### src/rtl/uart_rx_cfg.sv
// Configurable oversampling UART receiver: 5..MAX_DATA_BITS data bits, optional parity,
// one or two stop bits, with frame, parity and break reporting.
`timescale 1ns/1ps
module uart_rx_cfg #(
   parameter int unsigned OVERSAMPLE    = 16,
   parameter int unsigned MAX_DATA_BITS = 9
) (
   input  logic                     clk,
   input  logic                     rstN,
   input  logic                     rx_enabled,
   input  logic                     in,
   input  logic                     s_tick,
   input  logic [3:0]               cfg_data_bits,
   input  logic [1:0]               cfg_parity,
   input  logic                     cfg_stop2,
   output logic                     busy,
   output logic                     done,
   output logic                     frame_err,
   output logic                     parity_err,
   output logic                     break_det,
   output logic [MAX_DATA_BITS-1:0] out
);

   localparam int unsigned CntW = $clog2(OVERSAMPLE);
   localparam logic [CntW-1:0] CntMid = CntW'(OVERSAMPLE / 2 - 1);
   localparam logic [CntW-1:0] CntEnd = CntW'(OVERSAMPLE - 1);
   localparam logic [3:0] MaxBits = 4'(MAX_DATA_BITS);

   typedef enum logic [2:0] {StIdle, StStart, StData, StParity, StStop, StWaitIdle} state_e;

   state_e state_q, state_d;
   logic sync1_q, rx_s_q;
   logic [CntW-1:0] cnt_q, cnt_d;
   logic [3:0] bit_idx_q, bit_idx_d;
   logic [3:0] nbits_q, nbits_d;
   logic [1:0] par_q, par_d;
   logic stop2_q, stop2_d;
   logic stop_idx_q, stop_idx_d;
   logic par_bit_q, par_bit_d;
   logic pe_cand_q, pe_cand_d;
   logic [MAX_DATA_BITS-1:0] data_q, data_d;
   logic [MAX_DATA_BITS-1:0] out_q, out_d;
   logic busy_q, busy_d, done_q, done_d, fe_q, fe_d, pe_q, pe_d, bd_q, bd_d;

   logic [3:0] nbits_cfg;
   logic par_en, sample_end, last_bit, par_xor;

   always_comb begin
      nbits_cfg = cfg_data_bits;
      if (cfg_data_bits < 4'd5) begin
         nbits_cfg = 4'd5;
      end else if (cfg_data_bits > MaxBits) begin
         nbits_cfg = MaxBits;
      end
   end

   assign par_en     = (par_q == 2'b01) || (par_q == 2'b10);
   assign sample_end = s_tick && (cnt_q == CntEnd);
   assign last_bit   = (bit_idx_q == nbits_q - 4'd1);
   assign par_xor    = (^data_q) ^ rx_s_q;

   always_ff @(posedge clk) begin
      if (!rstN) begin
         state_q    <= StIdle;
         sync1_q    <= 1'b1;
         rx_s_q     <= 1'b1;
         cnt_q      <= '0;
         bit_idx_q  <= '0;
         nbits_q    <= 4'd5;
         par_q      <= 2'b00;
         stop2_q    <= 1'b0;
         stop_idx_q <= 1'b0;
         par_bit_q  <= 1'b0;
         pe_cand_q  <= 1'b0;
         data_q     <= '0;
         out_q      <= '0;
         busy_q     <= 1'b0;
         done_q     <= 1'b0;
         fe_q       <= 1'b0;
         pe_q       <= 1'b0;
         bd_q       <= 1'b0;
      end else begin
         state_q    <= state_d;
         sync1_q    <= in;
         rx_s_q     <= sync1_q;
         cnt_q      <= cnt_d;
         bit_idx_q  <= bit_idx_d;
         nbits_q    <= nbits_d;
         par_q      <= par_d;
         stop2_q    <= stop2_d;
         stop_idx_q <= stop_idx_d;
         par_bit_q  <= par_bit_d;
         pe_cand_q  <= pe_cand_d;
         data_q     <= data_d;
         out_q      <= out_d;
         busy_q     <= busy_d;
         done_q     <= done_d;
         fe_q       <= fe_d;
         pe_q       <= pe_d;
         bd_q       <= bd_d;
      end
   end

   always_comb begin
      state_d = state_q;
      unique case (state_q)
         StIdle:     if (!rx_s_q && rx_enabled) state_d = StStart;
         StStart:    if (s_tick && cnt_q == CntMid) state_d = rx_s_q ? StIdle : StData;
         StData:     if (sample_end && last_bit) state_d = par_en ? StParity : StStop;
         StParity:   if (sample_end) state_d = StStop;
         StStop: begin
            if (sample_end) begin
               if (!rx_s_q) begin
                  state_d = StWaitIdle;
               end else if (!(stop2_q && !stop_idx_q)) begin
                  state_d = StIdle;
               end
            end
         end
         StWaitIdle: if (rx_s_q) state_d = StIdle;
         default:    state_d = StIdle;
      endcase
   end

   always_comb begin
      cnt_d      = cnt_q;
      bit_idx_d  = bit_idx_q;
      nbits_d    = nbits_q;
      par_d      = par_q;
      stop2_d    = stop2_q;
      stop_idx_d = stop_idx_q;
      par_bit_d  = par_bit_q;
      pe_cand_d  = pe_cand_q;
      data_d     = data_q;
      out_d      = out_q;
      done_d     = 1'b0;
      fe_d       = 1'b0;
      pe_d       = 1'b0;
      bd_d       = 1'b0;
      busy_d     = (state_d != StIdle);
      unique case (state_q)
         StIdle: begin
            // Frame configuration is frozen here for the whole frame.
            if (!rx_s_q && rx_enabled) begin
               cnt_d      = '0;
               bit_idx_d  = '0;
               nbits_d    = nbits_cfg;
               par_d      = cfg_parity;
               stop2_d    = cfg_stop2;
               stop_idx_d = 1'b0;
               par_bit_d  = 1'b0;
               pe_cand_d  = 1'b0;
               data_d     = '0;
            end
         end
         StStart: begin
            if (s_tick) cnt_d = (cnt_q == CntMid) ? '0 : cnt_q + 1'b1;
         end
         StData: begin
            if (s_tick) cnt_d = (cnt_q == CntEnd) ? '0 : cnt_q + 1'b1;
            if (sample_end) begin
               for (int i = 0; i < int'(MAX_DATA_BITS); i++) begin
                  if (bit_idx_q == 4'(i)) data_d[i] = rx_s_q;
               end
               bit_idx_d = bit_idx_q + 4'd1;
            end
         end
         StParity: begin
            if (s_tick) cnt_d = (cnt_q == CntEnd) ? '0 : cnt_q + 1'b1;
            if (sample_end) begin
               par_bit_d = rx_s_q;
               pe_cand_d = (par_q == 2'b10) ? ~par_xor : par_xor;
            end
         end
         StStop: begin
            if (s_tick) cnt_d = (cnt_q == CntEnd) ? '0 : cnt_q + 1'b1;
            if (sample_end) begin
               if (!rx_s_q) begin
                  done_d = 1'b1;
                  out_d  = data_q;
                  fe_d   = 1'b1;
                  pe_d   = pe_cand_q;
                  // Break needs the first stop sample low as well as all data/parity bits.
                  bd_d   = !stop_idx_q && (data_q == '0) && !par_bit_q;
               end else if (stop2_q && !stop_idx_q) begin
                  stop_idx_d = 1'b1;
               end else begin
                  done_d = 1'b1;
                  out_d  = data_q;
                  pe_d   = pe_cand_q;
               end
            end
         end
         StWaitIdle: ;
         default: ;
      endcase
   end

   assign busy       = busy_q;
   assign done       = done_q;
   assign frame_err  = fe_q;
   assign parity_err = pe_q;
   assign break_det  = bd_q;
   assign out        = out_q;

endmodule
### config.mk
export PLATFORM = sky130hd
export DESIGN_NAME = uart_rx_cfg
export DESIGN_NICKNAME = d
export VERILOG_FILES = /design/src/rtl/uart_rx_cfg.sv
export SDC_FILE = /design/constraint.sdc
export NUM_CORES = 1
export LEC_CHECK = 0
export CORE_MARGIN = 1.5
export CORE_UTILIZATION = 40
export CTS_BUF_LIST = sky130_fd_sc_hd__clkbuf_4 sky130_fd_sc_hd__clkbuf_8
export CTS_CLUSTER_SIZE = 8
export DETAILED_ROUTE_END_ITERATION = 16
export GPL_ROUTABILITY_DRIVEN = 0
export HOLD_SLACK_MARGIN = 0.02
export PLACE_DENSITY = 0.59
export SLEW_MARGIN = 25
export SYNTH_ARGS = -nofsm -noshare
export SYNTH_HDL_FRONTEND = slang
export SYNTH_SLANG_ARGS = --single-unit
### constraint.sdc
create_clock -name clk -period 2.5 [get_ports clk]
set_clock_uncertainty 0.15 [all_clocks]
set_input_delay 0.25 -clock clk [delete_from_list [all_inputs] [get_ports clk]]
set_output_delay 0.25 -clock clk [all_outputs]
set_load 0.01 [all_outputs]
==> results by group <==
Run status
  – Status: completed

GRT
  – First-pass GRT wire length: 8.74 mm
  – Initial antenna violation count: 0
  – Top Usage Layer GRT: met2
  – Met3 Use GR: 0.0345
  – Tot GR Track Use: 0.178
  – Met2 usage: 0.281
  – Met1 Track Usage GR: 0.244
  – Largest net degree at the start of global routing: 17
  – Total global routing overflow: 0
  – Vias in the first global route: 1813

Pwr
  – Pleak: 1.05 nW
  – Overall Power: ~1.4 mW
  – Worst VDD drop: 263 uV
  – Pwr per Cell Area: roughly 500 nW/um^2

Clocking
  – Cts repair resizes: 0
  – Clk_lat worst skew: 300 ps
  – Clk sinks: 46
  – Clock root cell: clkbuf_8
  – # H-tree levels: 2
  – TritonCTS Buffers: 5
  – CTS clock-pin slew for the worst setup and hold paths: 90 ps
  – Post-CTS Hold Fix Bufs: 0
  – CTS Buffer Depth: 2
  – Post-CTS setup buffers: 0
  – CTS tree: built

Logic synthesis
  – Count leader, synth: dfxtp_1
  – Cell taking the most area after synthesis: dfxtp_1
  – Yosys top cell area share: 0.395
  – Ys flop type: dfxtp_1
  – Syn_nets: approximately 280
  – Asr flop ratio synth: 0
  – Netlist Area Pre-Place: 2330 um^2
  – Sequential area share after synthesis: 0.395
  – Top cells by count, synth: dfxtp_1 (46), nor2_1 (28), nand2_1 (21)
  – Cell variety after synth: 47
  – Warnings, synthesis: 0
  – Mapped Cells: 259
  – FF+latch count, synth: 46
  – Syn avg cell area: roughly 9 um^2
  – Number of synthesized flops with an enable pin: 0
  – Synth area leaders: dfxtp_1 (40%), ha_1 (5.9%), nor2_1 (4.5%)

Place
  – DP HPWL: 3.72 mm
  – DP Area: 2670 um^2
  – Dpl ws: 228 ps
  – I/O Buffers: 25

Route
  – Vias per inst: 5.20
  – Final WL: around 5 mm
  – Wirelength per Cell: 14.1 um
  – DRC viols: 0
  – Post-route ant nets: 0
  – Vias: 1877
  – Number of DRC markers in iteration 0: 105
  – Drt pass-1 iters: 4

STA
  – Final Cycle Share: 0.795
  – Worst setup margin: slightly above 500 ps
  – Final Hold Violating Endpoints: 0
  – Worst slew pin tran: 658 ps
  – Final setup viols: 0
  – Final Slew Violations: 0
  – RSZ-0062 raised after global routing: false
  – Tmin final: 1990 ps
  – Slew headroom: 0.561
  – Setup TNS: 0 ps
  – Maximum clock frequency: between 500 and 600 MHz

Hold path
  – Type of the worst min-delay path: flop to flop

Final layout
  – Layout cells sized above 1: 0.107
  – Final net count: approximately 310
  – Post-route cell area: 2780 um^2
  – Fillcell total: roughly 580
  – Area Growth Syn to Fin: 19.4%
  – Antenna diodes: 0

Critical path
  – Worst Path Max Fanout: 3
  – Cells along the critical path: inv_1 -> ha_1 -> xnor2_2 -> xnor2_1 -> or4_4 -> o21ai_2 -> a21oi_1
  – CP top delay family: simple AND/OR/NAND/NOR gates
  – Critical-path top delay cell: or4_4
  – Crit path DAT: approximately 2000 ps
  – WP data required: 2510 ps
  – Worst path buffer plus inverter count: 1
  – WS Path Type: flop to flop
  – Worst setup EP type: flop
  – CP startpoint kind: flop
  – Critical path's largest stage delay: 480 ps

Floorplan
  – I/O pins: 26
  – Initial core utilization: 0.418
  – Chip width: 79.3 um
  – Row count: 27
  – Die span in y: between 70 and 80 um
  – Core area: 5570 um^2
  – Die area: about 6300 um^2

Run
  – Max_cap viols: 0
-- worst paths after layout --
check	start	depth (start not counted)	to	slack (ps)
worst max-delay path	nbits_q[0]	7	state_q[1]	510
worst min-delay path	sync1_q	1	rx_s_q	270
worst max register to register	nbits_q[0]	7	state_q[1]	510
worst min register to register	sync1_q	1	rx_s_q	270
-- layout make-up --
class	count	area [um^2]	area share
clock buffer	5	68.8	0.0247
clock inverter	3	43.8	0.0157
inverter	19	71.3	0.0256
multi-input combinational	181	1260	0.453
sequential	46	921	0.331
tap	72	90.1	0.0324
timing repair buffer	35	325	0.117
-- metrics by stage --
stage,utilization,hold WS (ps),instances
2_1_floorplan,-,201,259
5_1_grt,0.499,289,361
6_report,0.499,265,361
3_5_place_dp,0.478,247,353
4_1_cts,0.498,269,361
3_3_place_gp,0.478,245,353
-- where the power goes --
group          internal [mW]  switching, mW  total (mW)  leakage (nW)
clock                  0.300          0.263       0.563        0.0585
sequential             0.737        0.00470       0.742         0.371
combinational         0.0370         0.0417      0.0787         0.623
total                   1.07          0.310        1.38          1.05
-- sequential cells by signal, summed over array words and instances (netlist names) --
| name | flops |
|---|---|
| rx_s_q | 1 |
| busy | 1 |
| nbits_q | 4 |
| sync1_q | 1 |
| bit_idx_q | 4 |
| done | 1 |
| parity_err | 1 |
| pe_cand_q | 1 |
| break_det | 1 |
| cnt_q | 4 |
| stop2_q | 1 |
| par_bit_q | 1 |
| frame_err | 1 |
| out | 9 |
| data_q | 9 |
| state_q | 3 |
| par_q | 2 |
| stop_idx_q | 1 |
-- layout by cell type, fill, tap and decap left out, types with 2 or more instances in the layout --
cell and n:
dfxtp_1 46, nor2_1 28, clkdlybuf4s50_1 25, nand2_1 21, inv_1 19, a21oi_1 15
a31oi_1 12, ha_1 11, mux2i_1 10, xnor2_1 10, buf_4 10, nand3_1 8
a32oi_1 8, o21ai_0 7, xor2_1 5, clkbuf_8 5, and2_1 4, nor4_1 3
nand2b_1 3, a22oi_1 3, o21ai_2 2, and4_1 2, o211ai_1 2, nand4b_1 2
o2111ai_1 2, xnor2_2 2, nor4_2 2
-- per-layer routing --
metal	wire [um]	share of wire
met3	151	0.030
met2	2260	0.44
met4	70	0.014
met5	0	0
met1	2620	0.51
-- cell families after synthesis --
kind of cell | Yosys count | share of synthesized area
DFF | 46 | 0.395
buffers and inverters | 32 | 0.0650
muxes | 10 | 0.0430
AOI/OAI and AO/OA | 58 | 0.164
xor gates and xnor gates | 17 | 0.0704
and+or+nand+nor | 85 | 0.204
adders and majority gates | 11 | 0.0591
Note: power is estimated with default switching activity, not from simulation.
